### src/rtl/spike_encoder_pkg.sv
// Shared constants and types for the spike encoder and the neuron array.
// Contents:
//   NUM_CH, RATE_W, HIST_W, SEL_W - channel count and field widths
//   state_t                      - encoder run state (ST_IDLE / ST_RUN)
//   shift_hist()                 - pushes a new spike into a history word
package spike_pkg;

    localparam int NUM_CH = 4;
    localparam int RATE_W = 4;
    localparam int HIST_W = 4;
    localparam int SEL_W  = 2;

    typedef enum logic {
        ST_IDLE = 1'b0,
        ST_RUN  = 1'b1
    } state_t;

    // Newest spike enters bit 0; the oldest history bit falls off the top.
    function automatic logic [HIST_W-1:0] shift_hist(input logic [HIST_W-1:0] hist,
                                                     input logic spike);
        return {hist[HIST_W-2:0], spike};
    endfunction

endpackage

### src/rtl/spike_encoder_if.sv
// Rate-load handshake between the host/IO path and the spike encoder.
// Signals:
//   rate_data  - new rate value 0..15
//   rate_sel   - target channel 0..3
//   rate_valid - load request (held with data stable until accepted)
//   rate_ready - encoder load buffer is free
// Modports: master = host side, slave = encoder side.
interface spike_encoder_if;
    import spike_pkg::*;

    logic [RATE_W-1:0] rate_data;
    logic [SEL_W-1:0]  rate_sel;
    logic              rate_valid;
    logic              rate_ready;

    modport master (output rate_data, output rate_sel, output rate_valid, input rate_ready);
    modport slave  (input rate_data, input rate_sel, input rate_valid, output rate_ready);

endinterface

### src/rtl/spike_encoder_channel.sv
// One rate-coded spike channel: rate register, phase accumulator and
// spike history shift register.
// Ports:
//   clk, rst    - clock, asynchronous active-high reset
//   tick_i      - advance the accumulator by one encoder tick
//   load_i      - replace the rate with load_val_i
//   load_val_i  - new rate value
//   hist_o      - spike history, bit 0 is the newest tick's spike
module spike_channel
    import spike_pkg::*;
#(
    parameter int ACC_W = 4
) (
    input  logic              clk,
    input  logic              rst,
    input  logic              tick_i,
    input  logic              load_i,
    input  logic [RATE_W-1:0] load_val_i,
    output logic [HIST_W-1:0] hist_o
);

    logic [RATE_W-1:0] rate_q, rate_d;
    logic [ACC_W-1:0]  acc_q, acc_d;
    logic [HIST_W-1:0] hist_q, hist_d;
    logic [RATE_W-1:0] rate_use_s;
    logic [ACC_W:0]    inc_s;
    logic [ACC_W:0]    sum_s;

    // Next-state: a load landing on a tick edge feeds that same tick's sum.
    always_comb begin
        rate_use_s = load_i ? load_val_i : rate_q;
        inc_s      = (ACC_W+1)'(rate_use_s) << (ACC_W - 4);
        sum_s      = {1'b0, acc_q} + inc_s;
        rate_d     = rate_use_s;
        if (tick_i) begin
            acc_d  = sum_s[ACC_W-1:0];
            hist_d = shift_hist(hist_q, sum_s[ACC_W]);
        end else begin
            acc_d  = acc_q;
            hist_d = hist_q;
        end
    end

    // Channel state registers.
    always_ff @(posedge clk or posedge rst) begin
        if (rst) begin
            rate_q <= '0;
            acc_q  <= '0;
            hist_q <= '0;
        end else begin
            rate_q <= rate_d;
            acc_q  <= acc_d;
            hist_q <= hist_d;
        end
    end

    assign hist_o = hist_q;

endmodule

### src/rtl/spike_encoder.sv
// Rate-coded spike-train generator feeding the neuron array.
// Ports:
//   clk, rst   - clock, asynchronous active-high reset
//   rate_if    - rate-load handshake (slave side)
//   en         - run enable
//   busy       - high while running
//   out1..out4 - per-channel spike history, bit 0 newest
module spike_encoder
    import spike_pkg::*;
#(
    parameter int ACC_W    = 4,
    parameter int PRESCALE = 4
) (
    input  logic              clk,
    input  logic              rst,
    spike_encoder_if.slave    rate_if,
    input  logic              en,
    output logic              busy,
    output logic [HIST_W-1:0] out1,
    output logic [HIST_W-1:0] out2,
    output logic [HIST_W-1:0] out3,
    output logic [HIST_W-1:0] out4
);

    localparam int CNT_W = (PRESCALE > 1) ? $clog2(PRESCALE) : 1;
    localparam logic [CNT_W-1:0] CNT_LAST = CNT_W'(PRESCALE - 1);

    state_t            state_q;
    logic [CNT_W-1:0]  cnt_q;
    logic              pend_q;
    logic [SEL_W-1:0]  pend_sel_q;
    logic [RATE_W-1:0] pend_data_q;

    logic              tick_s;
    logic              apply_s;
    logic              xfer_s;
    logic [HIST_W-1:0] hist_s [NUM_CH];

    // en is qualified here so that dropping en on the last count skips the tick.
    assign tick_s  = (state_q == ST_RUN) && en && (cnt_q == CNT_LAST);
    // The pending entry drains on a tick in RUN, or at the very next edge in IDLE.
    assign apply_s = pend_q && ((state_q == ST_IDLE) || tick_s);
    assign xfer_s  = rate_if.rate_valid && !pend_q;

    // Run FSM, prescaler and single-entry load buffer.
    always_ff @(posedge clk or posedge rst) begin
        if (rst) begin
            state_q     <= ST_IDLE;
            cnt_q       <= '0;
            pend_q      <= 1'b0;
            pend_sel_q  <= '0;
            pend_data_q <= '0;
        end else begin
            case (state_q)
                ST_IDLE: begin
                    cnt_q <= '0;
                    if (en) state_q <= ST_RUN;
                    else    state_q <= ST_IDLE;
                end
                ST_RUN: begin
                    if (!en) begin
                        state_q <= ST_IDLE;
                        cnt_q   <= '0;
                    end else if (cnt_q == CNT_LAST) begin
                        cnt_q <= '0;
                    end else begin
                        cnt_q <= cnt_q + CNT_W'(1);
                    end
                end
                default: begin
                    state_q <= ST_IDLE;
                    cnt_q   <= '0;
                end
            endcase

            // ready is !pend_q, so capture and drain never coincide.
            if (apply_s) begin
                pend_q <= 1'b0;
            end else if (xfer_s) begin
                pend_q      <= 1'b1;
                pend_sel_q  <= rate_if.rate_sel;
                pend_data_q <= rate_if.rate_data;
            end else begin
                pend_q <= pend_q;
            end
        end
    end

    for (genvar i = 0; i < NUM_CH; i++) begin : g_ch
        spike_channel #(.ACC_W(ACC_W)) u_ch (
            .clk        (clk),
            .rst        (rst),
            .tick_i     (tick_s),
            .load_i     (apply_s && (pend_sel_q == SEL_W'(i))),
            .load_val_i (pend_data_q),
            .hist_o     (hist_s[i])
        );
    end

    assign rate_if.rate_ready = !pend_q;
    assign busy = (state_q == ST_RUN);
    assign out1 = hist_s[0];
    assign out2 = hist_s[1];
    assign out3 = hist_s[2];
    assign out4 = hist_s[3];

endmodule

### src/flat_wrapper.sv
// flat-port wrapper written by rule: the top's interface ports become plain ports
module spike_encoder_flat import spike_pkg::*;
#(
    parameter int ACC_W    = 4,
    parameter int PRESCALE = 4
)
  (clk, rst, en, busy, out1, out2, out3, out4, rate_if_rate_data, rate_if_rate_sel, rate_if_rate_valid, rate_if_rate_ready);
  spike_encoder_if rate_if_i ();
  input  logic clk;
  input  logic rst;
  input  logic en;
  output logic busy;
  output logic [HIST_W-1:0] out1;
  output logic [HIST_W-1:0] out2;
  output logic [HIST_W-1:0] out3;
  output logic [HIST_W-1:0] out4;
  input wire logic [$bits(rate_if_i.rate_data)-1:0] rate_if_rate_data;
  input wire logic [$bits(rate_if_i.rate_sel)-1:0] rate_if_rate_sel;
  input wire logic [$bits(rate_if_i.rate_valid)-1:0] rate_if_rate_valid;
  output wire logic [$bits(rate_if_i.rate_ready)-1:0] rate_if_rate_ready;
  assign rate_if_i.rate_data = rate_if_rate_data;
  assign rate_if_i.rate_sel = rate_if_rate_sel;
  assign rate_if_i.rate_valid = rate_if_rate_valid;
  assign rate_if_rate_ready = rate_if_i.rate_ready;
  spike_encoder #(.ACC_W(ACC_W), .PRESCALE(PRESCALE)) u_core (.clk(clk), .rst(rst), .rate_if(rate_if_i), .en(en), .busy(busy), .out1(out1), .out2(out2), .out3(out3), .out4(out4));
endmodule
### config.mk
export PLATFORM = sky130hd
export DESIGN_NAME = spike_encoder_flat
export DESIGN_NICKNAME = d
export VERILOG_FILES = /design/src/rtl/spike_encoder_pkg.sv /design/src/rtl/spike_encoder_if.sv /design/src/rtl/spike_encoder_channel.sv /design/src/rtl/spike_encoder.sv /design/src/flat_wrapper.sv
export SDC_FILE = /design/constraint.sdc
export NUM_CORES = 1
export LEC_CHECK = 0
export BUFFER_PORTS_ARGS = -buffer_cell sky130_fd_sc_hd__buf_2
export CAP_MARGIN = 10
export CELL_PAD_IN_SITES_DETAIL_PLACEMENT = 1
export CELL_PAD_IN_SITES_GLOBAL_PLACEMENT = 2
export CORE_MARGIN = 5
export CORE_UTILIZATION = 41
export CTS_CLUSTER_DIAMETER = 200
export CTS_CLUSTER_SIZE = 25
export DETAILED_ROUTE_END_ITERATION = 12
export GPL_TIMING_DRIVEN = 0
export PLACE_DENSITY = 0.89
export SLEW_MARGIN = 20
export SYNTH_ARGS = -nofsm -noshare
export SYNTH_HDL_FRONTEND = slang
export SYNTH_SLANG_ARGS = --single-unit
### constraint.sdc
create_clock -name clk -period 8.1 [get_ports clk]
set_clock_uncertainty 0.05 [all_clocks]
set_input_delay 0.405 -clock clk [delete_from_list [all_inputs] [get_ports clk]]
set_output_delay 0.405 -clock clk [all_outputs]
set_load 0.005 [all_outputs]
==> impl_metrics.tcl, run 1 <==
set metrics [dict create \
    post-route-min-period_ns 2.89 \
    cts_max_level 3 \
    totalWireLength_mm 6.18 \
    worstSetupPathType "reg2reg" \
    fmaxAchievable_mhz 346 \
    dpl.hpwl_mm 4.47 \
    ys_seq_elements 58 \
    core_sq_mm 0.00639 \
    ff2ff_setup_slack_ns 5.21 \
    relSlewSlack_pct 59.7 \
    finalSetupViolCount 0 \
    syn-cell-area_sq_mm 0.00272 \
    routed-via-count 1917 \
    fin_area_sq_mm 0.00320 \
    start_kind "register" \
    drtAntennaViolNets 0 \
    rsz0062_at_grt "false" \
    p_leak_uw 0.00166 \
    cts.sinks 58 \
    crit_family "adder cells" \
    grt_overflow 0 \
    initial_utilization_pct 42.5 \
    fin_setup_tns_ns 0 \
    drt_pre_antenna_iters 4 \
    antenna_found_initial 0 \
    max_stage_delay_ns 0.52 \
    grt_start_max_net_pins 31 \
    required_ns 8.26 \
    gp_congestion 0.794 \
    syn_to_final_growth_pct 17.8 \
    r2r-start "u_core.cnt_q[0]$_DFF_PP0_" \
    ys_warn_count 0 \
    drive_above_1_share_pct 24.7 \
    drt-initial-drc-count 54 \
    ir_drop_uv 126 \
    antenna_cells 0 \
    synth_cells 243 \
    syn_avg_cell_area_sq_um 11.2 \
    status "completed" \
    min_path_cells 1 \
    synth_seq_area_share_pct 53.4 \
    root_buffer "clkbuf_8" \
    hold_viol 0 \
    clkTransAtPathRegs_ns 0.07 \
    wl_per_cell_um 16.9 \
    portBuffers 27 \
    tritoncts "built" \
    synth_cell_types 28 \
    r2r_cells 9 \
    grtUsageTotal_pct 16.1 \
    insertion_delay_ns 0.34 \
    maxCapViolations 0 \
    whs_endpoint "u_core.busy$_DFF_PP0_" \
    worstPathCellList "ha_1 > a21boi_1 > nor4b_2 > mux2_2 > ha_1 > fa_1 > a21o_1 > a21oi_1 > o21ai_0" \
    fp.dieW_um 91.4 \
    postCtsResizedCells 0 \
    grt_pass1_wl_mm 10.5 \
    slew_violations 0 \
    drc 0 \
    critPathMostFrequentCell "ha_1" \
    clk_path_buf_depth 2 \
    synth_nets 277 \
    nets 317 \
    worstMarginPinSlew_ns 0.605 \
    viasPerCell 5.25 \
    r2r-end "u_core.g_ch[2].u_ch.hist_o[0]$_DFFE_PP0P_" \
    crit_path_end_kind "register" \
    ioPinCount 28 \
    die-area_sq_mm 0.00835 \
    placed_cell_area_sq_mm 0.00297 \
    post-route-period-util_pct 35.6 \
    num_rows 29 \
    worstHoldStart "en" \
    hold_class "in2reg" \
    critPathArrivalTime_ns 3.05 \
    cts_made_buffers 9 \
    grt_pass1_vias 2075 \
    critical_path_buf_inv_count 0 \
    die-height_um 91.4 \
    p_per_area_mw_per_mm2 274 \
    cp_max_fo 4 \
    cp_slowest_cell "nor4b_2" \
]
[synth_stat cells]
master	n	share of area, %
a211o_1	4	1.3
a21boi_1	1	0.28
a21o_1	3	0.83
a21oi_1	7	1.3
a31o_2	1	0.32
a31oi_1	1	0.23
and3_1	2	0.46
buf_2	1	0.18
clkbuf_1	8	1.1
dfrtp_1	58	53
fa_1	4	2.9
ha_1	20	9.2
inv_1	4	0.55
inv_2	1	0.14
mux2_2	18	7.5
mux2_4	4	2.2
mux2i_1	1	0.37
nand2_1	70	9.7
nand3_1	10	1.8
nand4_1	4	0.92
nor2_1	2	0.28
nor2b_1	2	0.46
nor3_1	1	0.18
nor4b_2	2	1.1
o21ai_0	9	1.7
or4_1	1	0.28
xnor2_1	3	0.97
xor2_1	1	0.32
[cell usage in the layout (no fill, tap or decap), types with 2 or more instances in the layout]
cell and n:
nor2_1 2, ha_1 20, o21ai_0 9, a211o_1 4, clkinv_2 2, dfrtp_1 58, nand4_1 4, mux2_2 18
nand2_1 70, a21oi_1 7, mux2_4 4, nor4b_2 2, a21o_1 3, inv_1 3, nor2b_1 2, fa_1 4
bufinv_16 2, buf_2 28, and3_1 2, clkbuf_8 10, nand3_1 10, xnor2_1 3, clkbuf_1 9
[metal layers]
| metal | routed length [um] | vias to the layer above | GRT usage [%] |
|---|---|---|---|
| li1 | - | 901 | - |
| met1 | 2820 | 974 | 20.4 |
| met2 | 3030 | 31 | 25.6 |
| met3 | 213 | 11 | 5.21 |
| met4 | 115 | 0 | 6.23 |
| met5 | 0 | - | 0 |
[sequential cells by signal, indices dropped and copies added, names as in the netlist]
signal                   cells
u_core.busy                  1
u_core.cnt_q                 2
u_core.g_ch.u_ch.acc_q      16
u_core.g_ch.u_ch.hist_o     16
u_core.g_ch.u_ch.rate_q     16
u_core.pend_data_q           4
u_core.pend_q                1
u_core.pend_sel_q            2
[cells by family after synthesis]
logic type,synth area share [%]
buf+inv,1.98
simple gates,15.2
mux,10.0
fa+ha+maj,12.2
flops,53.4
xor+xnor,1.29
compound gates,5.90
[repair_timing]
item,4_1_cts,5_1_grt
hold buffers,1,0
setup buffers,0,0
endpoints found under the hold margin,3,0
[stage by stage]
step	hold WS [ns]	instances	power, uW	worst slack, ns	utilization [%]
after floorplan	0.362	243	530	5.52	-
after global placement	0.377	347	570	5.24	46.2
after detailed placement	0.372	348	587	5.17	46.5
after CTS	0.168	365	889	5.16	50.1
after global routing	0.163	365	938	5.01	50.1
final	0.188	365	878	5.21	50.1
[report_power, final]
group	total [uW]	internal (uW)	switching (uW)	leakage, uW
Sequential	378	346	32.0	0.000757
Clock	298	181	118	0.000109
Combinational	201	101	100	0.000796
[area by class of cell]
class | instances | area (sq um)
plain buffers | 9 | 35.0
clock buffers | 11 | 141
clock inverters | 5 | 77.6
fillers | 715 | 3190
inverters | 5 | 21.3
multi-input cells | 171 | 1210
flip-flops and latches | 58 | 1450
well taps | 77 | 96.3
repair buffers | 29 | 165
[how the worst max path moves through the flow]
stage | start | to | cells past startpoint
floorplan | u_core.cnt_q[0]$_DFF_PP0_ | u_core.g_ch[2].u_ch.hist_o[0]$_DFFE_PP0P_ | 9
global route | u_core.cnt_q[0]$_DFF_PP0_ | u_core.g_ch[2].u_ch.hist_o[0]$_DFFE_PP0P_ | 9
CTS | u_core.cnt_q[0]$_DFF_PP0_ | u_core.g_ch[2].u_ch.hist_o[0]$_DFFE_PP0P_ | 9
global placement | u_core.cnt_q[0]$_DFF_PP0_ | u_core.g_ch[2].u_ch.hist_o[0]$_DFFE_PP0P_ | 9
finish | u_core.cnt_q[0]$_DFF_PP0_ | u_core.g_ch[2].u_ch.hist_o[0]$_DFFE_PP0P_ | 9
detailed placement | u_core.cnt_q[0]$_DFF_PP0_ | u_core.g_ch[2].u_ch.hist_o[0]$_DFFE_PP0P_ | 9
Note: power is estimated with default switching activity, not from simulation.
==> run 2, diff against run 1 <==
--- a/config.mk
+++ b/config.mk
@@ -5,17 +5,18 @@
 export SDC_FILE = /design/constraint.sdc
 export NUM_CORES = 1
 export LEC_CHECK = 0
+export ABC_AREA = 1
 export BUFFER_PORTS_ARGS = -buffer_cell sky130_fd_sc_hd__buf_2
 export CAP_MARGIN = 10
 export CELL_PAD_IN_SITES_DETAIL_PLACEMENT = 1
 export CELL_PAD_IN_SITES_GLOBAL_PLACEMENT = 2
 export CORE_MARGIN = 5
-export CORE_UTILIZATION = 41
+export CORE_UTILIZATION = 37
 export CTS_CLUSTER_DIAMETER = 200
 export CTS_CLUSTER_SIZE = 25
 export DETAILED_ROUTE_END_ITERATION = 12
 export GPL_TIMING_DRIVEN = 0
-export PLACE_DENSITY = 0.89
+export PLACE_DENSITY = 0.85
 export SLEW_MARGIN = 20
 export SYNTH_ARGS = -nofsm -noshare
 export SYNTH_HDL_FRONTEND = slang
==> constraint.sdc (replaced) <==
create_clock -name clk -period 2.8 [get_ports clk]
set_clock_uncertainty 0.05 [all_clocks]
set_input_delay 0.14 -clock clk [delete_from_list [all_inputs] [get_ports clk]]
set_output_delay 0.14 -clock clk [all_outputs]
set_load 0.005 [all_outputs]
==> run 2 against run 1 <==
Against the previous run:
- final cell count increased by 23%
- sequential cell count unchanged
- total power increased to 2.9 times the previous value
- global-route usage decreased by 0.085 points
- first-iteration DRC count increased by 26%
- sequential power increased to 2.9 times the previous value
- critical endpoint is now u_core.g_ch[3].u_ch.hist_o[0]$_DFFE_PP0P_
- critical path type unchanged
==> impl_metrics.tcl, run 2 <==
set metrics [dict create \
    status "completed" \
    cp_max_fo 8 \
    synth_edf_count 0 \
    p_per_area_mw_per_mm2 769 \
    drtAntennaViolNets 0 \
    syn_to_final_growth_pct 19.7 \
    grtUsageTotal_pct 16.0 \
    fin_cells 448 \
    async_reset_ff_share_pct 100 \
    pre_cts_slack_ns 0.422 \
    slew_violations 0 \
    cts_setup_buffers 0 \
    synth_seq_area_share_pct 51.9 \
    cts_made_buffers 9 \
    layout_commonest_cell "nand2_1" \
    relSlewSlack_pct 70.2 \
    power_frac_seq_pct 42.4 \
    drc 0 \
    final_cell_mix "99 x nand2_1, 58 x dfrtp_1, 33 x buf_2" \
    required_ns 2.97 \
    portBuffers 27 \
    syn_avg_cell_area_sq_um 9.35 \
    r2r-end "u_core.g_ch[3].u_ch.hist_o[0]$_DFFE_PP0P_" \
    hold_class "in2reg" \
    antenna_cells 0 \
    clockPowerShare_pct 30.3 \
    post-route-min-period_ns 2.41 \
    power_switching_uw 844 \
    r2r-start "u_core.cnt_q[0]$_DFF_PP0_" \
    crit_path_end_kind "register" \
    start_kind "register" \
    regArea_sq_mm 0.00145 \
    worstSetupPathType "reg2reg" \
    clk_path_buf_depth 2 \
    core_sq_mm 0.00729 \
    insertion_delay_ns 0.33 \
    ir_drop_uv 234 \
    gp_congestion 0.806 \
    antenna_found_initial 0 \
    min_path_cells 3 \
    syn-cell-area_sq_mm 0.00280 \
    final_core_util_pct 45.9 \
    tritoncts "built" \
    grt_pass1_wl_mm 12.0 \
    dpl.hpwl_mm 4.67 \
    worstHoldStart "rate_if_rate_sel[1]" \
    grt_start_max_net_pins 47 \
    routed-via-count 2145 \
    drt-initial-drc-count 68 \
    die-area_sq_mm 0.00940 \
    ff2ff_setup_slack_ns 0.39 \
    setup_ws_ns 0.391 \
    synth_cell_types 23 \
    whs_endpoint "u_core.pend_sel_q[1]$_DFFE_PP0P_" \
    yosysTopAreaCellShare_pct 51.9 \
    dpl.cell_count 426 \
    synthTopCellsByCount "99 x nand2_1, 58 x dfrtp_1, 23 x inv_1" \
    cts.sinks 58 \
    drt_pre_antenna_iters 4 \
    r2r_cells 12 \
    root_buffer "clkbuf_8" \
    initial_utilization_pct 38.3 \
    drive_above_1_share_pct 19.2 \
    grt_overflow 0 \
    worstMarginPinSlew_ns 0.443 \
    synth_cells 299 \
    totalWireLength_mm 6.84 \
    cts_hold_buf 6 \
    sw_frac_of_total_pct 32.8 \
    cts_max_level 3 \
    power_uw 2570 \
    rsz0062_at_grt "false" \
    fmaxAchievable_mhz 415 \
    maxCapViolations 0 \
    grt_pass1_vias 2386 \
    p_comb_share_pct 27.4 \
    viasPerCell 4.79 \
    power.internal_uw 1730 \
    ys.flop_type "dfrtp_1" \
    wl_per_cell_um 15.3 \
    ys_seq_elements 58 \
    multi_input_area_sq_mm 0.00120 \
    clkTransAtPathRegs_ns 0.07 \
    num_rows 31 \
    die-height_um 96.9 \
    synth.most_common_cell "nand2_1" \
    fp.dieW_um 96.9 \
    fill_cells 882 \
    postCtsResizedCells 0 \
    synth_top_cell_by_area "dfrtp_1" \
    synth_nets 333 \
    hold_viol 0 \
    critPathArrivalTime_ns 2.58 \
    post-route-period-util_pct 86.0 \
    nets 378 \
    fin_setup_tns_ns 0 \
    ys_warn_count 0 \
    synthTopCellsByArea "dfrtp_1 52%, nand2_1 13%, ha_1 8.9%" \
    ioPinCount 28 \
    finalSetupViolCount 0 \
    p_leak_uw 0.00179 \
]
## run 2: power groups by stage
stage | logic (uW) | clock network [uW] | registers [uW]
floorplan | 510 | 0 | 1090
global placement | 641 | 0 | 1100
detailed placement | 688 | 0 | 1100
CTS | 717 | 800 | 1090
global route | 819 | 843 | 1110
finish | 704 | 779 | 1090
## run 2: through the flow
step / hold slack (ns) / cell area [sq um]
after floorplan: 0.121 / 2800
after global placement: 0.238 / 3060
after detailed placement: 0.0259 / 3090
after CTS: 0.0143 / 3350
after global routing: 0.0216 / 3350
final: 0.0219 / 3350
## run 2: how the worst max path moves through the flow
stage | startpoint | to | slack [ns]
6_report | u_core.cnt_q[0]$_DFF_PP0_ | u_core.g_ch[3].u_ch.hist_o[0]$_DFFE_PP0P_ | 0.39
5_1_grt | u_core.cnt_q[0]$_DFF_PP0_ | u_core.g_ch[3].u_ch.hist_o[0]$_DFFE_PP0P_ | 0.21
4_1_cts | u_core.cnt_q[0]$_DFF_PP0_ | u_core.g_ch[3].u_ch.hist_o[0]$_DFFE_PP0P_ | 0.35
3_5_place_dp | u_core.cnt_q[0]$_DFF_PP0_ | u_core.g_ch[3].u_ch.hist_o[0]$_DFFE_PP0P_ | 0.42
3_3_place_gp | rst | u_core.g_ch[3].u_ch.rate_q[2]$_DFF_PP0_ | 0.34
2_1_floorplan | u_core.cnt_q[0]$_DFF_PP0_ | u_core.g_ch[2].u_ch.hist_o[0]$_DFFE_PP0P_ | 0.75
## run 2: kinds of logic (layout without fill, tap and decap cells)
| group | Yosys count | in the layout | share of synthesized area (%) |
|---|---|---|---|
| AO/OA/AOI/OAI | 45 | 45 | 8.46 |
| XOR/XNOR | 4 | 4 | 1.25 |
| adder cells (fa/ha/maj) | 24 | 24 | 11.8 |
| buffers and inverters | 32 | 82 | 5.15 |
| flip-flops | 58 | 58 | 51.9 |
| AND/OR/NAND/NOR | 136 | 136 | 21.4 |
## run 2: routing by layer
layer	part of all wire (%)	up-vias	GRT usage, %
met5	0	-	0
met3	2.9	11	4.46
li1	-	1054	-
met4	1.5	0	5.51
met2	47	40	25.6
met1	49	1040	20.9
## run 2: cell type report
class	instances	share of cell area, %
inverter	25	2.88
timing repair buffer	34	6.65
buffer	7	1.50
clock inverter	1	0.150
clock buffer	15	5.87
tap	99	3.70
multi-input combinational	209	35.9
sequential	58	43.4
## run 2: critical path, stage by stage (launching register included)
cell	delay (ns)
dfrtp_1	0.35
ha_1	0.19
nand3_2	0.12
nand2_2	0.19
nand3_2	0.20
nand2_1	0.13
o21ai_1	0.10
ha_1	0.24
fa_1	0.42
nand3_1	0.11
nand2_1	0.06
nand2_1	0.05
o21ai_0	0.07
==> run 3, diff against run 2 <==
==> constraint.sdc (replaced) <==
create_clock -name clk -period 2.52 [get_ports clk]
set_clock_uncertainty 0.05 [all_clocks]
set_input_delay 0.126 -clock clk [delete_from_list [all_inputs] [get_ports clk]]
set_output_delay 0.126 -clock clk [all_outputs]
set_load 0.005 [all_outputs]
==> run 3 against run 2 <==
Against the previous run:
- count of clock-buffer cells in the layout did not move
- worst hold slack got worse by 0.014 ns
- setup slack got worse by 0.19 ns
- sequential cell count did not move
- first-iteration DRC count fell by 4.4%
- critical path depth did not move
- routed wire length rose by 0.10%
- final cell count did not move
- critical endpoint is now u_core.g_ch[2].u_ch.hist_o[0]$_DFFE_PP0P_
- highest routed layer unchanged
==> impl_metrics.tcl, run 3 (synthesized netlist as in run 2, its figures left out) <==
set metrics [dict create \
    final_core_util_pct 46.1 \
    grtUsageTotal_pct 16.0 \
    critPathArrivalTime_ns 2.48 \
    grt_start_max_net_pins 47 \
    routed-via-count 2156 \
    die-area_sq_mm 0.00940 \
    core_sq_mm 0.00729 \
    fmaxAchievable_mhz 432 \
    p_leak_uw 0.00179 \
    portBuffers 27 \
    syn_to_final_growth_pct 20.1 \
    worstSetupPathType "reg2reg" \
    status "completed" \
    drive_above_1_share_pct 19.2 \
    relSlewSlack_pct 70.2 \
    required_ns 2.69 \
    fill_cells 882 \
    r2r-start "u_core.cnt_q[0]$_DFF_PP0_" \
    grt_pass1_wl_mm 12.0 \
    totalWireLength_mm 6.85 \
    grt_pass1_vias 2386 \
    use_met2_pct 25.6 \
    ioPinCount 28 \
    antenna_found_initial 0 \
    post-route-min-period_ns 2.32 \
    gp_congestion 0.806 \
    maxCapViolations 0 \
    hold_viol 0 \
    post-route-period-util_pct 92.0 \
    viasPerCell 4.81 \
    grt_util_met1_pct 20.9 \
    drt_pre_antenna_iters 4 \
    clk_path_buf_depth 2 \
    layout_commonest_cell "nand2_1" \
    slew_violations 0 \
    r2r_cells 12 \
    cp_max_fo 8 \
    clkTransAtPathRegs_ns 0.07 \
    num_rows 31 \
    drc 0 \
    startpoint "u_core.cnt_q[0]$_DFF_PP0_" \
    cts_setup_buffers 0 \
    finalSetupViolCount 0 \
    cts.sinks 58 \
    p_per_area_mw_per_mm2 853 \
    top_usage_layer "met2" \
    nets 378 \
    antenna_cells 0 \
    ff2ff_setup_slack_ns 0.20 \
    regArea_sq_mm 0.00145 \
    cts_max_level 3 \
    cp-endpoint "u_core.g_ch[2].u_ch.hist_o[0]$_DFFE_PP0P_" \
    drtAntennaViolNets 0 \
    use_met3_pct 4.46 \
    grt_overflow 0 \
    cts_made_buffers 9 \
    r2r-end "u_core.g_ch[2].u_ch.hist_o[0]$_DFFE_PP0P_" \
    fin_setup_tns_ns 0 \
    initial_utilization_pct 38.3 \
    fp.dieW_um 96.9 \
    crit_path_end_kind "register" \
    dpl.hpwl_mm 4.67 \
    root_buffer "clkbuf_8" \
    wl_per_cell_um 15.3 \
    tritoncts "built" \
    insertion_delay_ns 0.33 \
    final_cell_mix "99 x nand2_1, 58 x dfrtp_1, 33 x buf_2" \
    multi_input_area_sq_mm 0.00121 \
    worstMarginPinSlew_ns 0.443 \
    drt-initial-drc-count 65 \
    ir_drop_uv 260 \
    rsz0062_at_grt "false" \
    start_kind "register" \
    die-height_um 96.9 \
    hold_class "in2reg" \
]
-- run 3: changes by cell type in the layout (fill, tap and decap cells not counted) --
cell | previous run | this run
nand2_2 | 1 | 0
nand3_4 | 2 | 3
nand2_4 | 1 | 2
nand3_2 | 3 | 2
-- run 3: worst min path at each step --
stage / startpoint / end / slack [ns] / depth (start not counted)
2_1_floorplan: en / u_core.busy$_DFF_PP0_ / 0.11 / 0
3_3_place_gp: en / u_core.busy$_DFF_PP0_ / 0.22 / 1
3_5_place_dp: rst / u_core.g_ch[1].u_ch.acc_q[3]$_DFFE_PP0P_ / 0.01 / 2
4_1_cts: rate_if_rate_sel[1] / u_core.pend_sel_q[1]$_DFFE_PP0P_ / 0.0003 / 3
5_1_grt: rate_if_rate_sel[1] / u_core.pend_sel_q[1]$_DFFE_PP0P_ / 0.008 / 3
6_report: rate_if_rate_sel[1] / u_core.pend_sel_q[1]$_DFFE_PP0P_ / 0.008 / 3
-- run 3: layout make-up --
cell class	instances	area share, %
tap	99	3.69
multi-input combinational	209	36.1
inverter	25	2.87
clock inverter	1	0.149
timing repair buffer	34	6.63
sequential	58	43.2
clock buffer	15	5.85
buffer	7	1.49
-- run 3: report_power, final --
part           internal, uW  switching, uW  leakage, uW
registers              1120           90.9     0.000737
logic                   310            475     0.000947
clock network           491            375     0.000106
-- run 3: per-layer routing --
layer  routed length, um  part of all wire, %  up-vias
li1                    -                    -     1054
met1                3310                   48     1045
met2                3210                   47       44
met3                 216                  3.2       13
met4                 110                  1.6        0
met5                   0                    0        -
-- run 3: through the flow --
stage	area (sq um)	total power, uW	setup slack (ns)	hold WS (ns)	std cells
after global placement	3060	1930	0.0743	0.224	425
after global routing	3360	3080	0.0345	0.00762	448
final	3360	2860	0.203	0.00781	448
after CTS	3350	2900	0.0731	0.000252	448
after floorplan	2800	1770	0.468	0.107	299
after detailed placement	3090	1990	0.142	0.0119	426
-- run 3: timing repair --
action,4_1_cts,5_1_grt
hold endpoints to repair,65,0
hold buffers,6,0
resized for setup,0,2
setup endpoints to repair,0,2
-- run 3: worst max-delay path, cell delays in order, from the launching register on --
cell,delay (ns)
dfrtp_1,0.35
ha_1,0.19
nand3_2,0.15
nand2_4,0.16
nand3_2,0.18
nand2_1,0.10
o21ai_1,0.09
ha_1,0.22
fa_1,0.41
nand3_1,0.10
nand2_1,0.06
nand2_1,0.06
o21ai_0,0.07
